`config.mk`:
```
export PLATFORM = sky130hd
export DESIGN_NAME = control_unit
export DESIGN_NICKNAME = d
export VERILOG_FILES = /design/src/rtl/cu_pkg.sv /design/src/rtl/cu_decode.sv /design/src/rtl/control_unit.sv
export SDC_FILE = /design/constraint.sdc
export NUM_CORES = 1
export LEC_CHECK = 0
export BUFFER_PORTS_ARGS = -buffer_cell sky130_fd_sc_hd__buf_2
export CORE_UTILIZATION = 41
export CTS_CLUSTER_SIZE = 12
export DETAILED_ROUTE_END_ITERATION = 10
export PLACE_DENSITY = 0.72
export SKIP_LAST_GASP = 1
export SYNTH_ARGS = -nofsm -noshare
export SYNTH_HDL_FRONTEND = slang
export SYNTH_SLANG_ARGS = --single-unit
```
`constraint.sdc`:
```
create_clock -name CLK -period 1.4 [get_ports CLK]
set_clock_uncertainty 0.05 [all_clocks]
set_input_delay 0.21 -clock CLK [delete_from_list [all_inputs] [get_ports CLK]]
set_output_delay 0.21 -clock CLK [all_outputs]
set_load 0.05 [all_outputs]
```
`src/rtl/cu_pkg.sv`:
```
// Shared constants for the SAP-style control unit: opcodes, T-states,
// control-word bit positions and the named microcode words.
package cu_pkg;

  localparam logic [3:0] OP_LDA = 4'b0000;
  localparam logic [3:0] OP_ADD = 4'b0001;
  localparam logic [3:0] OP_SUB = 4'b0010;
  localparam logic [3:0] OP_LDI = 4'b0101;
  localparam logic [3:0] OP_OUT = 4'b1110;
  localparam logic [3:0] OP_HLT = 4'b1111;

  localparam logic [5:0] T_IDLE = 6'b000000;
  localparam logic [5:0] T1     = 6'b000001;
  localparam logic [5:0] T2     = 6'b000010;
  localparam logic [5:0] T3     = 6'b000100;
  localparam logic [5:0] T4     = 6'b001000;
  localparam logic [5:0] T5     = 6'b010000;
  localparam logic [5:0] T6     = 6'b100000;

  localparam int B_CP  = 11;
  localparam int B_EP  = 10;
  localparam int B_NLM = 9;
  localparam int B_NCE = 8;
  localparam int B_NLI = 7;
  localparam int B_NEI = 6;
  localparam int B_NLA = 5;
  localparam int B_EA  = 4;
  localparam int B_SU  = 3;
  localparam int B_EU  = 2;
  localparam int B_NLB = 1;
  localparam int B_NLO = 0;

  localparam logic [11:0] IDLE =
    (12'd1 << B_NLM) | (12'd1 << B_NCE) |
    (12'd1 << B_NLI) | (12'd1 << B_NEI) |
    (12'd1 << B_NLA) | (12'd1 << B_NLB) |
    (12'd1 << B_NLO);

  // Toggling a bit away from IDLE asserts it,
  // whatever its polarity.
  function automatic logic [11:0] cw(
    input logic [11:0] act
  );
    return IDLE ^ act;
  endfunction

  localparam logic [11:0] FETCH_T1 =
    cw((12'd1 << B_EP) | (12'd1 << B_NLM));
  localparam logic [11:0] FETCH_T2 =
    cw(12'd1 << B_CP);
  localparam logic [11:0] FETCH_T3 =
    cw((12'd1 << B_NCE) | (12'd1 << B_NLI));
  localparam logic [11:0] ADDR_T4 =
    cw((12'd1 << B_NLM) | (12'd1 << B_NEI));
  localparam logic [11:0] LDA_T5 =
    cw((12'd1 << B_NCE) | (12'd1 << B_NLA));
  localparam logic [11:0] ALU_T5 =
    cw((12'd1 << B_NCE) | (12'd1 << B_NLB));
  localparam logic [11:0] ADD_T6 =
    cw((12'd1 << B_NLA) | (12'd1 << B_EU));
  localparam logic [11:0] SUB_T6 =
    cw((12'd1 << B_NLA) | (12'd1 << B_SU) |
       (12'd1 << B_EU));
  localparam logic [11:0] OUT_T4 =
    cw((12'd1 << B_EA) | (12'd1 << B_NLO));
  localparam logic [11:0] LDI_T4 =
    cw((12'd1 << B_NEI) | (12'd1 << B_NLA));

endpackage

```
`src/rtl/cu_decode.sv`:
```
// Combinational microcode decode: (t_state_i, ir_op_i) -> ctrl_o.
// Non-one-hot states and undefined steps give IDLE. Macro: CU_EXT_OPS_EN (LDI).
module cu_decode
  import cu_pkg::*;
(
  input  logic [5:0]  t_state_i,
  input  logic [3:0]  ir_op_i,
  output logic [11:0] ctrl_o
);

  always_comb begin
    ctrl_o = IDLE;
    case (t_state_i)
      T1: ctrl_o = FETCH_T1;
      T2: ctrl_o = FETCH_T2;
      T3: ctrl_o = FETCH_T3;
      T4: begin
        case (ir_op_i)
          OP_LDA,
          OP_ADD,
          OP_SUB:  ctrl_o = ADDR_T4;
          OP_OUT:  ctrl_o = OUT_T4;
`ifdef CU_EXT_OPS_EN
          OP_LDI:  ctrl_o = LDI_T4;
`endif
          default: ctrl_o = IDLE;
        endcase
      end
      T5: begin
        case (ir_op_i)
          OP_LDA:  ctrl_o = LDA_T5;
          OP_ADD,
          OP_SUB:  ctrl_o = ALU_T5;
          default: ctrl_o = IDLE;
        endcase
      end
      T6: begin
        case (ir_op_i)
          OP_ADD:  ctrl_o = ADD_T6;
          OP_SUB:  ctrl_o = SUB_T6;
          default: ctrl_o = IDLE;
        endcase
      end
      default: ctrl_o = IDLE;
    endcase
  end

endmodule

```
`src/rtl/control_unit.sv`:
```
// Control unit top: decode plus halt latch, sticky t_err, instr_cnt.
// Ports: CLK, nCLR, t_state, ir_op -> ctrl, nHLT, t_err, instr_cnt. Macro: CU_EXT_OPS_EN.
module control_unit
  import cu_pkg::*;
(
  input  logic        CLK,
  input  logic        nCLR,
  input  logic [5:0]  t_state,
  input  logic [3:0]  ir_op,
  output logic [11:0] ctrl,
  output logic        nHLT,
  output logic        t_err,
  output logic [7:0]  instr_cnt
);

  logic [11:0] dec_ctrl;
  logic        halt_q, halt_d;
  logic        err_q, err_d;
  logic [7:0]  cnt_q, cnt_d;
  logic        is_t4;
  logic        illegal;

  cu_decode u_dec (
    .t_state_i (t_state),
    .ir_op_i   (ir_op),
    .ctrl_o    (dec_ctrl)
  );

  assign is_t4   = (t_state == T4);
  // More than one bit set: x & (x-1) clears only the lowest.
  assign illegal = (t_state & (t_state - 6'd1)) != 6'd0;

  always_comb begin
    halt_d = halt_q;
    err_d  = err_q | illegal;
    cnt_d  = cnt_q;
    if (is_t4 && !halt_q) begin
      cnt_d = cnt_q + 8'd1;
      if (ir_op == OP_HLT) halt_d = 1'b1;
    end
  end

  always_ff @(posedge CLK or negedge nCLR) begin
    if (!nCLR) begin
      halt_q <= 1'b0;
      err_q  <= 1'b0;
      cnt_q  <= 8'h00;
    end else begin
      halt_q <= halt_d;
      err_q  <= err_d;
      cnt_q  <= cnt_d;
    end
  end

  assign ctrl      = halt_q ? IDLE : dec_ctrl;
  assign nHLT      = ~halt_q;
  assign t_err     = err_q;
  assign instr_cnt = cnt_q;

endmodule

```
Word-level counts from Yosys, hierarchy flattened
Cells that the tools add are included.
W data, S select, Z words.
{"block": "word_totals", "out_inout_bits": 22, "input_bits": 12, "regBits": 10, "word_cells": 30}
{"block": "op_classes", "bitwise_logic": 3, "mux": 5, "n_addsub": 2, "reduce_logical": 7, "eq_ne": 10}
{"cell": "$pmux W12 S6", "n": 1}
{"cell": "$pmux W10 S2", "n": 1}
{"cell": "$pmux W9 S2", "n": 1}
{"cell": "$mux W12", "n": 1}
{"cell": "$pmux W6 S2", "n": 1}
{"cell": "$add A8 B1 Y8 const B", "n": 1}
{"cell": "$eq A4 B4 Y1 const B", "n": 2}
{"cell": "$and A6 B6 Y6", "n": 1}
{"cell": "$eq A6 B1 Y1 const B", "n": 1}
{"cell": "$eq A6 B2 Y1 const B", "n": 1}
{"cell": "$eq A6 B3 Y1 const B", "n": 1}
{"cell": "$eq A6 B4 Y1 const B", "n": 1}
{"cell": "$eq A6 B5 Y1 const B", "n": 1}
{"cell": "$eq A6 B6 Y1 const B", "n": 1}
{"cell": "$reduce_bool A6 Y1", "n": 1}
{"cell": "$sub A6 B1 Y6 const B", "n": 1}
{"cell": "$eq A4 B1 Y1 const B", "n": 1}
{"cell": "$eq A4 B2 Y1 const B", "n": 1}
{"cell": "$logic_not A4 Y1", "n": 1}
{"cell": "$reduce_or A3 Y1", "n": 1}
{"cell": "$reduce_and A2 Y1", "n": 1}
{"cell": "$reduce_or A2 Y1", "n": 1}
{"cell": "$logic_and A1 B1 Y1", "n": 1}
{"cell": "$logic_not A1 Y1", "n": 1}
{"cell": "other kinds (2)", "n": 2}

Logic depth before layout (Yosys ltp)
Gate-level depths: netlist (run 1).
{"block": "logic_depth", "word_depth": 5, "mapped_depth": 5, "ltp_nobuf": 4}

Modules after synthesis
Synthesis (run 1) repeated with hierarchy kept, for this count alone.
{"block": "hier_totals", "cells_unflattened": 88, "area_unflattened_um2": 794.5}
{"module": "control_unit", "n_inst": 1, "cells_per_inst": 55, "area_each_um2": 566.8, "seq_area_each_um2": 250.2}
{"module": "cu_decode", "n_inst": 1, "cells_per_inst": 33, "area_each_um2": 227.7, "seq_area_each_um2": 0.0}

Worst setup path before layout (run 1)
Ideal clock, no wire load.
{"block": "synth_path", "path_kind": "input-to-output", "startpoint": "input t_state[0]", "endpoint": "output ctrl[2]", "stages": 4, "required_ns": 1.140, "arrival_time_ns": 2.597, "path_buffers": 2, "slack_ns": -1.457, "path_cell_list": "clkbuf_1 > or3_1 > clkbuf_1 > nor4b_1"}
{"block": "synth_via", "elab_chain_len": 3, "elab_cells_between_ends": 8, "cone_classes": "6 x eq/ne; 2 x mux"}
{"element": "start: declaration", "line": "control_unit.sv:8", "source": "input logic [5:0] t_state,"}
{"element": "$eq A6 B6 Y1, or another cell as far along", "line": "cu_decode.sv:13", "source": "case (t_state_i)"}
{"element": "$pmux W12 S6 *", "line": "cu_decode.sv:13"}
{"element": "$mux W12 *", "line": "control_unit.sv:55", "source": "assign ctrl = halt_q ? IDLE : dec_ctrl;"}
{"element": "end: declaration", "line": "control_unit.sv:10", "source": "output logic [11:0] ctrl,"}
Every way passes the cells marked *; elsewhere a longest branch is shown, timed or not.

Worst setup path after layout (run 1)
{"block": "layout_path", "startpoint": "register halt_q", "endpoint": "output ctrl[8]"}
{"block": "layout_via", "elab_chain_len": 1}
{"element": "start: declaration", "line": "control_unit.sv:17", "source": "logic halt_q, halt_d;"}
{"element": "start signal: assignment", "line": "control_unit.sv:49", "source": "halt_q <= halt_d;"}
{"element": "$mux W12", "line": "control_unit.sv:55"}
No other way between the ends.

==> results of run 1 <==
-- worst max-delay path: cells and delay by family (launching register included) --
kind,cells,cell delay (ps)
AOI/OAI and AO/OA,1,70
buffers and inverters,2,320
DFF,1,420
and+or+nand+nor,2,500
-- power breakdown --
| part | internal (mW) | switching, mW |
|---|---|---|
| Sequential | 0.290 | 0.00226 |
| Clock | 0.159 | 0.121 |
| Combinational | 0.0896 | 0.119 |
| Total | 0.539 | 0.242 |
-- how the worst max path moves through the flow --
stage	from	to	slack (ps)	cells after the start
after floorplan	halt_q	ctrl[2]	-390	3
after global placement	halt_q	ctrl[2]	-260	3
after detailed placement	t_state[2]	instr_cnt[5]	-290	5
after CTS	halt_q	ctrl[2]	-430	3
after global routing	halt_q	ctrl[8]	-510	5
final	halt_q	ctrl[8]	-460	5
-- sequential cells by signal (all words and copies together) (netlist names) --
register	flops
halt_q	1
t_err	1
instr_cnt	8
-- layer usage --
layer	GRT usage (%)	vias to the layer above	share of wire, %	wire length [um]
met4	15.15	0	8.4	345
met5	0	-	0	0
li1	-	460	-	-
met3	7.200	41	7.2	297
met2	56.81	93	48	1973
met1	36.79	539	36	1491
-- layout make-up --
cell class	count	area, um^2
flip-flops and latches	10	250.2
fillers	64	120.1
multi-input cells	70	691.9
clock buffers	4	36.28
inverters	1	6.256
well taps	25	31.28
repair buffers	73	590.6
-- repair_timing --
action / 4_1_cts / 5_1_grt
pin swaps: 10 / 6
gates resized for setup: 46 / 17
endpoints found under the setup margin: 18 / 20
hold endpoints to repair: 10 / 0
hold buffers: 1 / 0
setup buffers: 5 / 4
-- cells in the final DEF, fill, tap and decap left out, types with 3 or more instances in the layout --
cell / synthesis / routed
xor2_1: 6 / 6
nand3_1: 8 / 5
nor2_1: 7 / 3
buf_2: 2 / 16
nand2_1: 8 / 5
nor3_4: 0 / 5
buf_4: 0 / 39
buf_8: 0 / 3
buf_6: 2 / 12
nor2_4: 0 / 4
nor4_4: 0 / 3
clkbuf_4: 0 / 4
xnor2_1: 3 / 3
dfrtp_1: 10 / 10
-- cell families (layout without fill, tap and decap cells) --
family,after synthesis,count (layout),synth area share [%]
adder cells (fa/ha/maj),1,1,1.639
AND/OR/NAND/NOR,51,51,39.67
flip-flops,10,10,32.79
buffers and inverters,8,78,6.229
multiplexers,1,1,1.475
AO/OA/AOI/OAI,8,8,7.869
XOR/XNOR,9,9,10.33
==> results.py, run 1 <==
metrics = {
    "logic_synthesis": {
        "syn_avg_cell_area_um2": 8.673,
        "yosys_warnings": 0,
        "yosysMostFrequentCell": "dfrtp_1",
        "synth_cell_types": 29,
        "synthCells": 88,
        "synth_area_um2": 763.2,
        "async_flop_share_pct": 100.0,
        "synth_seq_cells": 10,
        "yosys-top-cells-count": "dfrtp_1, nor3_1, nand2_1, nand3_1, nor2_1",
        "synth_area_leaders": "dfrtp_1, xor2_1, nor3_1",
        "synth_edf_count": 0,
        "synth.yosys.seq_area_share_pct": 32.79,
        "yosysTopAreaCell": "dfrtp_1",
        "synth_fp_nets": 101,
        "synth_top_area_share_pct": 32.79,
        "yosys_most_used_dff": "dfrtp_1",
    },
    "hold_path": {
        "hold_depth": 3,
        "hp-class": "input port to flop",
        "hp-start": "ir_op[0]",
        "holdPathEnd": "halt_q",
    },
    "global_route": {
        "antenna_found_initial": 0,
        "grt_usage_pct": 32.33,
        "grt_first_pass_wirelength_um": 4636,
        "grt_max_degree": 11,
        "grt_pass1_vias": 969,
        "grt_overflow": 0,
    },
    "place": {
        "dpl_cell_area_um2": 1264,
        "dp_cells": 172,
        "port_buffers": 33,
        "place_ws_ps": -286.8,
        "dp_hpwl_um": 1737,
        "gp_congestion": 0.8490,
    },
    "power": {
        "p_per_area_nw_per_um2": 486.0,
        "peakVddDrop_mv": 0.4283,
        "p_leak_nw": 0.8033,
        "total_power_mw": 0.7807,
    },
    "floorplan": {
        "die_area_um2": 2038,
        "io_pins": 34,
        "num_rows": 15,
        "core_area_um2": 1727,
        "start_util_pct": 44.20,
        "die_x_um": 45.15,
        "die-height_um": 45.15,
    },
    "clock_network": {
        "cts_tree": "built",
        "clock_path_buffers": 2,
        "cts-root-buf": "clkbuf_4",
        "insertion_delay_ps": 290,
        "cts_max_level": 1,
        "path_clk_slew_ps": 70,
        "cts_made_buffers": 3,
        "clock_sinks": 10,
    },
    "critical_path": {
        "r2r_cells": 4,
        "path_cells": "or3_4, nor3_2, buf_4, o21ai_2, buf_6",
        "startpoint_type": "flop",
        "reg2reg_slack_ps": -190,
        "crit_path_max_incr_delay_ps": 420,
        "crit_fanout": 4,
        "reg2reg_to": "instr_cnt[6]",
        "critical_path_required_ps": 1140,
        "arrival_ps": 1600,
        "crit_path_end_kind": "output port",
        "r2r-start": "instr_cnt[1]",
        "critPathKind": "flop to output port",
        "critical_path.slowest_cell": "dfrtp_1",
    },
    "status": {
        "violations": "negative setup slack",
        "status": "complete, but fails checks",
    },
    "detailed_routing": {
        "wl_um": 4107,
        "via_count": 1133,
        "drt_iter0_markers": 57,
        "ant_nets": 0,
        "drt-vias-per-instance": 6.191,
        "first_pass_iters": 4,
        "routedWlPerCell_um": 22.44,
        "drc_errors": 0,
    },
    "sta": {
        "setup_tns_ps": -5116,
        "finalCritPeriodShare_pct": 132.8,
        "fin_hold_ws_ps": 217.0,
        "clock.fmax_mhz": 538.0,
        "setup_ws_ps": -458.8,
        "period_minus_slack_ps": 1859,
        "drv_slew": 0,
        "slew_headroom_pct": 74.97,
        "tightest_slew_ps": 372.1,
        "setup_viol": 18,
        "grt_setup_unrepaired": "true",
        "timing.final.hold_violations": 0,
    },
    "finish": {
        "drive_above_1_share_pct": 68.35,
        "area_growth_pct": 110.5,
        "fin_nets": 172,
        "stdcell_count": 183,
        "n_antenna_cell": 0,
        "final_area_um2": 1607,
        "post-route-util_pct": 93.04,
    },
    "run": {
        "max_cap_violations": 0,
    },
}
(Power assumes the default switching activity.)
==> run 2, diff against run 1 <==
Settings changed: CORE_MARGIN from default to 10, CORE_UTILIZATION 41 to 42, PLACE_DENSITY 0.72 to 0.73, SYNTH_HIERARCHICAL from default to 1.
==> run 2 against run 1 <==
The run still ends with negative setup slack left. Sequential share of layout area rose by 1.3 points. Cell count fell by 4.4%. Global-route usage fell by 18 points. Worst hold slack improved by 100 ps. Via count fell by 13%. Highest routed layer unchanged.
==> results.py, run 2 <==
metrics = {
    "global_route": {
        "grt_usage_pct": 13.92,
        "grt_first_pass_wirelength_um": 4692,
        "grt_max_degree": 12,
        "grt_pass1_vias": 968,
        "grt_overflow": 0,
        "antenna_found_initial": 0,
    },
    "detailed_routing": {
        "drt-vias-per-instance": 5.640,
        "drc_errors": 0,
        "drt_iter0_markers": 22,
        "first_pass_iters": 4,
        "wl_um": 3229,
        "via_count": 987,
        "routedWlPerCell_um": 18.45,
        "ant_nets": 0,
    },
    "sta": {
        "drv_slew": 0,
        "setup_viol": 13,
        "setup_ws_ps": -621.2,
        "clock.fmax_mhz": 494.8,
        "slew_headroom_pct": 81.83,
        "fin_hold_ws_ps": 317.7,
        "timing.final.hold_violations": 0,
        "grt_setup_unrepaired": "true",
        "finalCritPeriodShare_pct": 144.4,
        "tightest_slew_ps": 271.5,
        "period_minus_slack_ps": 2021,
    },
    "clock_network": {
        "cts_max_level": 1,
        "cts_made_buffers": 3,
        "clock_path_buffers": 2,
        "path_clk_slew_ps": 70,
        "clock_sinks": 10,
        "cts-root-buf": "clkbuf_4",
        "cts_tree": "built",
        "insertion_delay_ps": 270,
    },
    "critical_path": {
        "critical_path.slowest_cell": "or4_4",
        "startpoint_type": "input port",
        "r2r-start": "halt_q",
        "critPathTopFamily": "simple AND/OR/NAND/NOR gates",
        "crit_path_max_incr_delay_ps": 540,
        "crit_fanout": 3,
        "crit_path_end_kind": "output port",
        "critical_path_required_ps": 1140,
        "path_cells": "buf_8, or4_4, or3b_4, a21boi_1, or2_4, buf_6",
        "arrival_ps": 1760,
        "path_buf_inv": 2,
        "critPathKind": "input port to output port",
        "crit_path_start": "t_state[1]",
    },
    "floorplan": {
        "die-height_um": 63.50,
        "die_area_um2": 4032,
        "die_x_um": 63.50,
        "core_area_um2": 1764,
        "start_util_pct": 45.04,
        "io_pins": 34,
        "num_rows": 15,
    },
    "place": {
        "gp_congestion": 0.8177,
        "place_ws_ps": -669.8,
        "dp_hpwl_um": 1970,
        "port_buffers": 33,
        "dpl_cell_area_um2": 1186,
        "dp_cells": 163,
    },
    "logic_synthesis": {
        "yosys_most_used_dff": "dfrtp_1",
        "synth_edf_count": 0,
        "async_flop_share_pct": 100.0,
        "synth.yosys.seq_area_share_pct": 31.50,
        "yosys-top-cells-count": "dfrtp_1, nor2b_1, or2_2, xnor2_1, nand4_1",
        "synth_area_leaders": "dfrtp_1, xnor2_1, nor2b_1",
        "synth_seq_cells": 10,
        "synth_cell_types": 36,
        "yosys_warnings": 6,
        "synth_area_um2": 794.5,
        "syn_avg_cell_area_um2": 9.029,
        "synth_fp_nets": 101,
        "yosysMostFrequentCell": "dfrtp_1",
        "synth_top_area_share_pct": 31.50,
        "synthCells": 88,
        "yosysTopAreaCell": "dfrtp_1",
    },
    "run": {
        "max_cap_violations": 0,
    },
    "power": {
        "p_per_area_nw_per_um2": 446.3,
        "p_leak_nw": 0.6307,
        "total_power_mw": 0.6696,
        "peakVddDrop_mv": 0.6135,
    },
    "finish": {
        "area_growth_pct": 88.82,
        "layout_commonest_cell": "buf_4",
        "n_antenna_cell": 0,
        "layout_common_cells": "buf_4, buf_2, buf_6, dfrtp_1, buf_8",
        "fin_nets": 164,
        "n_fill_cell": 98,
        "stdcell_count": 175,
        "final_area_um2": 1500,
        "largest_register_ffs": 8,
        "drive_above_1_share_pct": 62.67,
    },
    "hold_path": {
        "hp-class": "input port to async pin",
    },
    "status": {
        "violations": "negative setup slack",
        "status": "complete, but fails checks",
    },
}
run 2: cell types whose count changed after synthesis, moves of 3 or more:
cell     delta
or2_2       +7
xnor2_1     +4
xor2_1      -5
nand3_1     -4
nor2b_1     +5
nor2_1      -3
nor3_1      -8
nand2_1     -4
nand4_1     +3
run 2: cell families (layout without fill, tap and decap cells):
| family | count (synthesis) | in the layout | synth area share, % |
|---|---|---|---|
| adders and majority gates | 2 | 2 | 2.992 |
| xor gates and xnor gates | 8 | 8 | 8.819 |
| AOI/OAI and AO/OA | 8 | 8 | 6.929 |
| muxes | 1 | 1 | 1.417 |
| and+or+nand+nor | 56 | 56 | 46.93 |
| DFF | 10 | 10 | 31.50 |
| buffers and inverters | 3 | 65 | 1.417 |
run 2: through the flow:
step	TNS (ps)	utilization, %
3_5_place_dp	-7743	67.23
2_1_floorplan	-2814	-
5_1_grt	-6480	85.04
6_report	-5997	85.04
3_3_place_gp	-7289	67.23
4_1_cts	-5466	80.64
run 2: metal layers:
metal  global-route usage [%]  routed length [um]
met1                    14.77                1361
met2                    23.74                1587
met3                    6.184                 184
met4                    4.918                  97
met5                        0                   0
run 2: power breakdown:
| group | switching, mW | internal (mW) |
|---|---|---|
| Combinational | 0.0876 | 0.0863 |
| Clock | 0.0961 | 0.110 |
| Sequential | 0.000340 | 0.289 |
run 2: area by class of cell:
class / count / area [um^2] / share of cell area (%)
clock buffer: 4 / 26.28 / 1.751
timing repair buffer: 59 / 508.0 / 33.86
inverter: 2 / 7.507 / 0.5004
sequential: 10 / 252.7 / 16.85
tap: 25 / 31.28 / 2.085
multi-input combinational: 75 / 674.4 / 44.95
run 2: path summary, 6_finish.rpt:
kind | end | slack (ps) | cells past startpoint
setup / recovery | ctrl[8] | -620 | 6
hold / removal | instr_cnt[6] | 320 | 2
setup reg to reg | instr_cnt[6] | 10 | 5
hold reg to reg | t_err | 420 | 1
max in group asynchronous | instr_cnt[0] | 760 | 2
min in group CLK | halt_q | 390 | 4
run 2: what timing repair did:
item,in CTS,in global routing
setup buffers,1,7
pin swaps,14,3
setup endpoints to repair,14,15
gates resized for setup,48,9
endpoints found under the hold margin,10,0
hold buffers,1,0
